File: src/rtl/mult_div_pkg.sv
// Shared encodings and constants for the HI/LO multiply/divide unit.
package mult_div_pkg;

    localparam int          ITER_COUNT  = 32;
    localparam logic [31:0] DIV_ZERO_LO = 32'hFFFFFFFF;

    typedef enum logic [2:0] {
        OP_MULT  = 3'd0,
        OP_MULTU = 3'd1,
        OP_DIV   = 3'd2,
        OP_DIVU  = 3'd3,
        OP_MTHI  = 3'd4,
        OP_MTLO  = 3'd5
    } md_op_e;

    typedef enum logic [1:0] {
        IDLE  = 2'd0,
        ITER  = 2'd1,
        FIXUP = 2'd2
    } md_state_e;

    // Two's-complement magnitude; 0x80000000 stays 0x80000000 and reads as unsigned 2^31.
    function automatic logic [31:0] absVal(input logic [31:0] v, input logic signedOp);
        return (signedOp && v[31]) ? (~v + 32'd1) : v;
    endfunction

endpackage

File: src/rtl/div_restore_step.sv
// One restoring-division step: shift in the next dividend bit, subtract the divisor if it fits.
module div_restore_step #(
    parameter int W = 32
) (
    input  logic [W-1:0] rem_i,
    input  logic         dividendBit_i,
    input  logic [W-1:0] divisor_i,
    output logic [W-1:0] rem_o,
    output logic         quotBit_o
);

    logic [W:0] shifted;
    logic [W:0] diff;

    assign shifted   = {rem_i, dividendBit_i};
    assign diff      = shifted - {1'b0, divisor_i};
    // No borrow out of the subtraction means the divisor fits.
    assign quotBit_o = ~diff[W];
    assign rem_o     = quotBit_o ? diff[W-1:0] : shifted[W-1:0];

endmodule

File: src/rtl/mult_div_unit.sv
// Iterative HI/LO multiply/divide unit (IDLE -> ITER x32 -> FIXUP).
// Define MULT_DIV_FAST_MULT_EN to replace the iterative multiply with a single-cycle product.
module mult_div_unit
    import mult_div_pkg::*;
#(
    parameter int DATA_WIDTH = 32
) (
    input  logic                  clk,
    input  logic                  reset_n,
    input  logic                  start_execute,
    input  logic [2:0]            op_execute,
    input  logic                  flush_execute,
    input  logic [DATA_WIDTH-1:0] src_A_ALU_execute,
    input  logic [DATA_WIDTH-1:0] src_B_ALU_execute,
    output logic                  busy,
    output logic                  done,
    output logic [DATA_WIDTH-1:0] HI_output,
    output logic [DATA_WIDTH-1:0] LO_output
);

    localparam int W = DATA_WIDTH;

    md_state_e      state_q, state_d;
    logic [5:0]     cnt_q, cnt_d;
    logic [2*W-1:0] acc_q, acc_d;
    logic [W-1:0]   opB_q, opB_d;
    logic           isMult_q, isMult_d;
    logic           negRes_q, negRes_d;
    logic           negRem_q, negRem_d;
    logic [W-1:0]   hi_q, hi_d;
    logic [W-1:0]   lo_q, lo_d;

    logic           signedOp;
    logic [W-1:0]   magA, magB;
    logic [W:0]     multSum;
    logic [W-1:0]   remNext;
    logic           quotBit;
    logic [2*W-1:0] accNeg;
    logic [W-1:0]   remNeg;

    assign signedOp = (op_execute == OP_MULT) || (op_execute == OP_DIV);
    assign magA     = absVal(src_A_ALU_execute, signedOp);
    assign magB     = absVal(src_B_ALU_execute, signedOp);

    // Multiply keeps the multiplier in acc[W-1:0] and shifts the partial product down into it.
    assign multSum  = {1'b0, acc_q[2*W-1:W]} + (acc_q[0] ? {1'b0, opB_q} : '0);
    assign accNeg   = -acc_q;
    assign remNeg   = -acc_q[2*W-1:W];

    div_restore_step #(.W(W)) u_divStep (
        .rem_i         (acc_q[2*W-1:W]),
        .dividendBit_i (acc_q[W-1]),
        .divisor_i     (opB_q),
        .rem_o         (remNext),
        .quotBit_o     (quotBit)
    );

    always_comb begin
        state_d  = state_q;
        cnt_d    = cnt_q;
        acc_d    = acc_q;
        opB_d    = opB_q;
        isMult_d = isMult_q;
        negRes_d = negRes_q;
        negRem_d = negRem_q;
        hi_d     = hi_q;
        lo_d     = lo_q;
        done     = 1'b0;

        case (state_q)
            IDLE: begin
                if (start_execute && !flush_execute) begin
                    case (op_execute)
                        OP_MTHI: hi_d = src_A_ALU_execute;
                        OP_MTLO: lo_d = src_A_ALU_execute;
                        OP_MULT, OP_MULTU: begin
                            isMult_d = 1'b1;
                            negRes_d = signedOp & (src_A_ALU_execute[W-1] ^ src_B_ALU_execute[W-1]);
                            negRem_d = 1'b0;
                            cnt_d    = '0;
`ifdef MULT_DIV_FAST_MULT_EN
                            acc_d    = {{W{1'b0}}, magA} * {{W{1'b0}}, magB};
                            state_d  = FIXUP;
`else
                            acc_d    = {{W{1'b0}}, magB};
                            opB_d    = magA;
                            state_d  = ITER;
`endif
                        end
                        OP_DIV, OP_DIVU: begin
                            isMult_d = 1'b0;
                            cnt_d    = '0;
                            if (src_B_ALU_execute == '0) begin
                                acc_d    = {src_A_ALU_execute, DIV_ZERO_LO};
                                negRes_d = 1'b0;
                                negRem_d = 1'b0;
                                state_d  = FIXUP;
                            end else begin
                                acc_d    = {{W{1'b0}}, magA};
                                opB_d    = magB;
                                negRes_d = signedOp & (src_A_ALU_execute[W-1] ^ src_B_ALU_execute[W-1]);
                                negRem_d = signedOp & src_A_ALU_execute[W-1];
                                state_d  = ITER;
                            end
                        end
                        default: ;
                    endcase
                end
            end
            ITER: begin
                cnt_d = cnt_q + 6'd1;
                if (isMult_q) acc_d = {multSum, acc_q[W-1:1]};
                else          acc_d = {remNext, acc_q[W-2:0], quotBit};
                if (cnt_q == 6'(ITER_COUNT - 1)) state_d = FIXUP;
            end
            FIXUP: begin
                done    = 1'b1;
                state_d = IDLE;
                // Low half of a 2W-bit negation equals the W-bit negation of the quotient.
                lo_d    = negRes_q ? accNeg[W-1:0] : acc_q[W-1:0];
                if (isMult_q) hi_d = negRes_q ? accNeg[2*W-1:W] : acc_q[2*W-1:W];
                else          hi_d = negRem_q ? remNeg : acc_q[2*W-1:W];
            end
            default: state_d = IDLE;
        endcase

        if (flush_execute) begin
            state_d = IDLE;
            hi_d    = hi_q;
            lo_d    = lo_q;
            done    = 1'b0;
        end
    end

    always_ff @(posedge clk) begin
        if (!reset_n) begin
            state_q  <= IDLE;
            cnt_q    <= '0;
            acc_q    <= '0;
            opB_q    <= '0;
            isMult_q <= 1'b0;
            negRes_q <= 1'b0;
            negRem_q <= 1'b0;
            hi_q     <= '0;
            lo_q     <= '0;
        end else begin
            state_q  <= state_d;
            cnt_q    <= cnt_d;
            acc_q    <= acc_d;
            opB_q    <= opB_d;
            isMult_q <= isMult_d;
            negRes_q <= negRes_d;
            negRem_q <= negRem_d;
            hi_q     <= hi_d;
            lo_q     <= lo_d;
        end
    end

    assign busy      = (state_q != IDLE);
    assign HI_output = hi_q;
    assign LO_output = lo_q;

endmodule

File: config.mk
export PLATFORM = sky130hd
export DESIGN_NAME = mult_div_unit
export DESIGN_NICKNAME = d
export VERILOG_FILES = /design/src/rtl/mult_div_pkg.sv /design/src/rtl/div_restore_step.sv /design/src/rtl/mult_div_unit.sv
export SDC_FILE = /design/constraint.sdc
export NUM_CORES = 1
export LEC_CHECK = 0
export ABC_AREA = 1
export BUFFER_PORTS_ARGS = -buffer_cell sky130_fd_sc_hd__buf_2
export CAP_MARGIN = 20
export CORE_MARGIN = 2
export CORE_UTILIZATION = 39
export DETAILED_ROUTE_END_ITERATION = 16
export RECOVER_POWER = 100
export SYNTH_ARGS = -nofsm -noshare
export SYNTH_HDL_FRONTEND = slang
export SYNTH_SLANG_ARGS = --single-unit
File: constraint.sdc
create_clock -name clk -period 3.25 [get_ports clk]
set_input_delay 0.325 -clock clk [delete_from_list [all_inputs] [get_ports clk]]
set_output_delay 0.325 -clock clk [all_outputs]
set_load 0.005 [all_outputs]
==> results.json, run 1 <==
{
  "run_status": "complete, no violations",
  "finalSetupViolations": 0,
  "ant_nets": 0,
  "final.setup.tns_ns": 0,
  "cts_buffer_depth": 2,
  "ys_types": 57,
  "synth_area_per_cell_um2": 5.54,
  "crit_family": "simple AND/OR/NAND/NOR gates",
  "nFillCells": 5373,
  "rows": 79,
  "grt_use_total_pct": 36.2,
  "yosysTopAreaCellShare_pct": 18.7,
  "period_share_pct": 91.9,
  "syn-cell-area_um2": 18300,
  "crit_arrival_ns": 3.35,
  "r2r_end": "acc_q[34]$_SDFFE_PN0P_",
  "vias_per_cell": 5.71,
  "gp_congestion": 1.08,
  "r2r_slack_ns": 0.26,
  "power.total_mw": 7.28,
  "start_util_pct": 39.4,
  "cts_inserted_buffers": 17,
  "path_clk_slew_ns": 0.08,
  "leakagePower_nw": 10.3,
  "die_x_um": 221,
  "insertion_delay_ns": 0.48,
  "synth_edf_count": 0,
  "final_cells": 4031,
  "hold_end": "isMult_q$_SDFFE_PN0P_",
  "dieArea_um2": 48600,
  "holdPathStages": 2,
  "syn2layout_area_growth_pct": 10.8,
  "cts_resized": 0,
  "drc": 0,
  "synth_area_leaders": "dfxtp_1 (19%), nand2_1 (18%), inv_1 (9.2%)",
  "place_hpwl_um": 72300,
  "yosysTopAreaCell": "dfxtp_1",
  "max-slew-margin-rel_pct": 13.8,
  "min_from": "op_execute[1]",
  "synthArstFlopShare_pct": 0,
  "grt_max_degree": 89,
  "max_stage_delay_ns": 0.41,
  "dr_total_vias": 22997,
  "grt_pass1_wl_um": 130000,
  "hold_buffers": 0,
  "maxCapViolCount": 0,
  "path_cells": "inv_1, ha_1, fa_1, inv_1, nand2_1, nand2_1, nand3_1, nand2_1, nand2_1, nand2_2, nand2_1, nand2_2, nand2_1, nand2_1, buf_4, nand2_1, nand3_1, nand2_1, a21oi_1, nor2_1",
  "period_minus_slack_ns": 2.99,
  "yosysSeqAreaShare_pct": 18.7,
  "post_route_cells_drive_above_1_share_pct": 7.19,
  "cts-root-buf": "clkbuf_16",
  "r2r-start": "acc_q[31]$_SDFFE_PN0P_",
  "clock_skew_ns": 0.0178,
  "crit_type": "register to register",
  "cpMaxStageDelayCell": "fa_1",
  "cp_data_required_time_ns": 3.61,
  "hold_violations": 0,
  "syn-num-nets": 3444,
  "post_cts_buffers": 0,
  "ys.flop_type": "dfxtp_1",
  "design.core.area_um2": 46500,
  "p_per_area_nw_per_um2": 359,
  "wirelength_um": 89200,
  "synth_cells": 3302,
  "cts.sinks": 171,
  "die_y_um": 221,
  "portBuffers": 136,
  "cp-end-kind": "register",
  "max-vdd-ir-drop_mv": 0.414,
  "grt_overflow": 0,
  "wl_per_cell_um": 22.1,
  "cts_tree": "done",
  "rsz0062_at_grt": "no",
  "antenna_found_initial": 1,
  "worst_setup_path_start_kind": "register",
  "dr.pass1.iters": 6,
  "critPathMaxFanout": 19,
  "reg2reg_depth": 20,
  "critPathMostFrequentCell": "nand2_1",
  "drv_slew": 0,
  "fmax_ghz": 0.335,
  "hp-class": "primary input to register",
  "grt_pass1_vias": 20470,
  "dpl.cell_count": 3997,
  "io-pin-count": 137,
  "worst_slew_pin_slew_ns": 1.29,
  "ys.warnings.count": 0,
  "htree_levels": 4,
  "critPathBufInv": 3,
  "drt_iter0_markers": 3463,
  "final_nets": 3551,
  "yosys_register_bits": 171
}
==> power breakdown <==
group          internal, mW  total, mW  switching [mW]
Sequential             2.18       2.30           0.114
Clock                  1.28       2.30            1.03
Combinational         0.759       2.69            1.93
==> registers in the layout, indices dropped and copies added, names as in the netlist <==
register   cells
isMult_q       1
state_q        2
HI_output     32
cnt_q          6
opB_q         32
negRes_q       1
negRem_q       1
LO_output     32
acc_q         64
==> worst max-delay path by stage <==
stage	start	endpoint	slack, ns	cells after the start
after floorplan	acc_q[0]$_SDFFE_PN0P_	acc_q[43]$_SDFFE_PN0P_	0.74	21
after global placement	acc_q[31]$_SDFFE_PN0P_	acc_q[35]$_SDFFE_PN0P_	0.45	20
after detailed placement	acc_q[31]$_SDFFE_PN0P_	acc_q[34]$_SDFFE_PN0P_	0.41	20
after CTS	acc_q[31]$_SDFFE_PN0P_	acc_q[34]$_SDFFE_PN0P_	0.38	20
after global routing	acc_q[0]$_SDFFE_PN0P_	HI_output[16]$_SDFFE_PN0P_	0.06	15
final	acc_q[31]$_SDFFE_PN0P_	acc_q[34]$_SDFFE_PN0P_	0.26	20
==> synthesized netlist by cell type (16+ instances only) <==
| cell | n |
|---|---|
| nand2_1 | 869 |
| inv_1 | 447 |
| nor2_1 | 381 |
| nand3_1 | 329 |
| o21ai_0 | 265 |
| a21oi_1 | 253 |
| dfxtp_1 | 171 |
| clkbuf_1 | 83 |
| ha_1 | 69 |
| xor2_1 | 68 |
| nand4_1 | 46 |
| a31oi_1 | 32 |
| nor3_1 | 30 |
| o21ai_1 | 25 |
| o211ai_1 | 21 |
| buf_2 | 20 |
| buf_1 | 16 |
| o21bai_1 | 16 |
==> placed cells by master (no fill, tap or decap), types with 18 or more instances in the layout <==
master,n
xor2_1,68
clkbuf_1,70
nor3_1,31
nor2_1,385
inv_1,447
nand4_1,46
nand3_1,330
buf_4,67
buf_2,75
a31oi_1,32
clkbuf_16,18
o211ai_1,21
o21ai_0,274
ha_1,69
dfxtp_1,169
nand2_1,870
a21oi_1,253
==> worst register-to-register path, stage by stage, from the launching register on <==
cell and delay [ns]:
dfxtp_1 0.38, inv_1 0.08, ha_1 0.23, fa_1 0.41
inv_1 0.09, nand2_1 0.05, nand2_1 0.08, nand3_1 0.09
nand2_1 0.16, nand2_1 0.08, nand2_2 0.09, nand2_1 0.13
nand2_2 0.11, nand2_1 0.10, nand2_1 0.11, buf_4 0.27
nand2_1 0.11, nand3_1 0.08, nand2_1 0.06, a21oi_1 0.12
nor2_1 0.05
==> through the flow <==
step	hold slack (ns)	util, %	area, um^2	setup slack (ns)
global placement	0.467	42.6	19800	0.453
detailed placement	0.467	42.6	19800	0.412
floorplan	0.415	-	18300	0.736
finish	0.111	43.6	20300	0.263
CTS	0.106	44.0	20400	0.381
global route	0.135	43.6	20300	0.0566
==> per-layer routing <==
layer / wire, um / GRT usage [%] / part of all wire [%]
met3: 10700 / 7.44 / 12
met1: 37400 / 50.9 / 42
met4: 5160 / 18.7 / 5.8
met5: 0 / 0 / 0
met2: 35900 / 52.0 / 40
==> cell families (layout without fill, tap and decap cells) <==
| family | Yosys count | count (layout) | synth area share (%) |
|---|---|---|---|
| xor+xnor | 74 | 74 | 3.54 |
| buf+inv | 596 | 716 | 12.9 |
| compound gates | 654 | 654 | 19.3 |
| fa+ha+maj | 71 | 71 | 4.94 |
| other cells | 0 | 2 | 0 |
| flops | 171 | 171 | 18.7 |
| simple gates | 1736 | 1736 | 40.7 |
==> final cells by class <==
class	count	area [um^2]	share of cell area (%)
sequential	171	3430	16.9
multi-input combinational	2535	12500	61.6
tap	607	759	3.75
antenna	2	5.00	0.0247
clock inverter	13	175	0.864
inverter	465	1750	8.61
clock buffer	19	454	2.24
timing repair buffer	219	1210	5.96
Note: power is estimated with default switching activity, not from simulation.
==> run 2, diff against run 1 <==
--- a/config.mk
+++ b/config.mk
@@ -14,4 +14,5 @@
 export RECOVER_POWER = 100
 export SYNTH_ARGS = -nofsm -noshare
 export SYNTH_HDL_FRONTEND = slang
+export SYNTH_HIERARCHICAL = 1
 export SYNTH_SLANG_ARGS = --single-unit
==> run 2 against run 1 <==
The run now ends with max-capacitance violations, max-slew violations left. Combinational power increased by 16%. Synthesized area grew 1.8%. Non-clock buffer count rose by 1. Worst setup slack got worse by 0.040 ns. Synthesized cell count is 5.5% higher. Critical path depth is 7 lower. Critical path type unchanged. Largest cell class unchanged.
==> results.json, run 2 <==
{
  "hold_buffers": 0,
  "io-pin-count": 137,
  "largest_reg_flops": 64,
  "synth_area_leaders": "nand2_1 (21%), dfxtp_1 (18%), inv_1 (9.7%)",
  "path_clk_slew_ns": 0.07,
  "run_status": "finished, violations left",
  "rsz0062_at_grt": "no",
  "cpMaxStageDelayCell": "dfxtp_1",
  "max_stage_delay_ns": 0.48,
  "yosysTopAreaCellShare_pct": 21.3,
  "post_cts_buffers": 0,
  "cts_inserted_buffers": 17,
  "worst_slew_pin_slew_ns": 1.88,
  "synth.most_common_cell": "nand2_1",
  "yosysSeqAreaShare_pct": 18.4,
  "drc": 0,
  "critPathMostFrequentCell": "nand2_1",
  "final_nets": 3736,
  "vias_per_cell": 5.54,
  "ant_nets": 0,
  "grt_max_degree": 125,
  "path_cells": "clkbuf_1, inv_1, ha_1, nand2_1, nor2_1, nand2_2, nor2_1, nand2_1, nand2_1, nand2_1, a21oi_1, o21ai_0, a21oi_1",
  "synth_common_cells": "nand2_1 (1057), inv_1 (479), nor2_1 (439)",
  "cp-end-kind": "register",
  "start_util_pct": 39.3,
  "dieArea_um2": 49500,
  "post_route_cells_drive_above_1_share_pct": 7.40,
  "yosysTopAreaCell": "nand2_1",
  "crit_family": "simple AND/OR/NAND/NOR gates",
  "dr.pass1.iters": 8,
  "hp-class": "primary input to register",
  "final_cell_mix": "nand2_1 (1059), inv_1 (482), nor2_1 (443)",
  "portBuffers": 136,
  "p_per_area_nw_per_um2": 374,
  "cts_tree": "done",
  "p_switching_mw": 3.36,
  "period_minus_slack_ns": 3.03,
  "crit_type": "register to register",
  "grt_pass1_wl_um": 127000,
  "die_x_um": 223,
  "cts.sinks": 171,
  "worst_setup_path_start_kind": "register",
  "max-slew-margin-rel_pct": -25.1,
  "period_share_pct": 93.1,
  "ys.warnings.count": 6,
  "dr_total_vias": 23370,
  "violations": "max-capacitance violations, max-slew violations",
  "clock_skew_ns": 0.0288,
  "finalSetupViolations": 0,
  "ys_types": 49,
  "hold_violations": 0,
  "pwr-share-comb_pct": 40.3,
  "stdcell_area_um2": 20700,
  "synthArstFlopShare_pct": 0,
  "syn-cell-area_um2": 18600,
  "critPathBufInv": 2,
  "insertion_delay_ns": 0.49,
  "htree_levels": 4,
  "top_register": "acc_q",
  "placed_cell_area_um2": 20200,
  "synth_cells": 3483,
  "wirelength_um": 85600,
  "cts_resized": 0,
  "cts-root-buf": "clkbuf_16",
  "antenna_cells": 0,
  "critPathMaxFanout": 14,
  "p_sw_share_pct": 43.4,
  "drt_iter0_markers": 2901,
  "final.setup.tns_ns": 0,
  "p_seq_share_pct": 30.1,
  "place_hpwl_um": 68900,
  "max-vdd-ir-drop_mv": 0.431,
  "ff_latch_area_um2": 3420,
  "crit_arrival_ns": 3.43,
  "maxCapViolCount": 1,
  "grt_use_total_pct": 33.8,
  "ys.flop_type": "dfxtp_1",
  "syn-num-nets": 3625,
  "drv_slew": 51,
  "fmax_ghz": 0.330,
  "syn2layout_area_growth_pct": 11.4,
  "wl_per_cell_um": 20.3,
  "p_int_mw": 4.39,
  "grt_pass1_vias": 21043,
  "synth_area_per_cell_um2": 5.35,
  "antenna_found_initial": 1,
  "grt_overflow": 0,
  "multi_input_area_um2": 12700,
  "rows": 80,
  "synth_edf_count": 0,
  "cp_data_required_time_ns": 3.65,
  "clkPwrFrac_pct": 29.5,
  "final_common_cell": "nand2_1",
  "gp_congestion": 1.10,
  "leakagePower_nw": 10.9,
  "nFillCells": 5502,
  "yosys_register_bits": 171,
  "die_y_um": 223,
  "cts_buffer_depth": 2,
  "design.core.area_um2": 47400
}
## run 2: changes by cell type in the layout (fill, tap and decap cells not counted), sizes merged, moves of 7 or more
cell    change
a21o        -7
a21oi      -13
buf        +40
clkbuf     -38
inv        +37
nand2     +191
nand3      -10
nor2       +57
nor3       -11
o21ai      -26
## run 2: power groups by stage
| stage | registers [mW] | clock network, mW | logic [mW] |
|---|---|---|---|
| CTS | 2.32 | 2.30 | 3.05 |
| detailed placement | 2.37 | 0 | 3.03 |
| global placement | 2.37 | 0 | 3.04 |
| global route | 2.34 | 2.38 | 3.42 |
| finish | 2.34 | 2.29 | 3.13 |
| floorplan | 2.33 | 0 | 2.07 |
## run 2: metal layers
layer  track usage, %  vias to the layer above  part of all wire (%)
met3             6.65                      210                    11
met4             18.6                        0                   6.1
met2             49.5                     1381                    41
met1             46.4                    10453                    42
met5                0                        -                     0
li1                 -                    11326                     -
## run 2: area by class of cell
| cell class | instances | share of cell area, % |
|---|---|---|
| multi-input combinational | 2682 | 61.4 |
| sequential | 171 | 16.5 |
| inverter | 502 | 9.08 |
| timing repair buffer | 220 | 6.27 |
| tap | 615 | 3.71 |
| clock buffer | 20 | 2.20 |
| clock inverter | 12 | 0.851 |
## run 2: kinds of logic after synthesis
logic type / synth area share (%)
compound gates: 17.0
flops: 18.4
xor+xnor: 3.10
simple gates: 43.5
fa+ha+maj: 4.85
buf+inv: 13.2
## run 2: final timing paths
kind                          from                         to  slack (ns)  depth (start not counted)
max          acc_q[0]$_SDFFE_PN0P_  HI_output[6]$_SDFFE_PN0P_        0.22                         13
min                  op_execute[1]      isMult_q$_SDFFE_PN0P_        0.07                          2
max reg2reg  acc_q[0]$_SDFFE_PN0P_  HI_output[6]$_SDFFE_PN0P_        0.22                         13
min reg2reg  cnt_q[4]$_SDFFE_PN0P_      cnt_q[4]$_SDFFE_PN0P_        0.49                          1
## run 2: stage by stage
stage | std cells | hold WS (ns) | util [%] | total power [mW] | setup slack [ns]
final | 4222 | 0.0704 | 43.7 | 7.75 | 0.223
after global routing | 4222 | 0.0728 | 43.7 | 8.14 | 0.0503
after CTS | 4222 | 0.0477 | 43.9 | 7.67 | 0.350
after detailed placement | 4190 | 0.480 | 42.6 | 5.40 | 0.409
after global placement | 4190 | 0.482 | 42.6 | 5.41 | 0.446
after floorplan | 3483 | 0.415 | - | 4.40 | 0.757
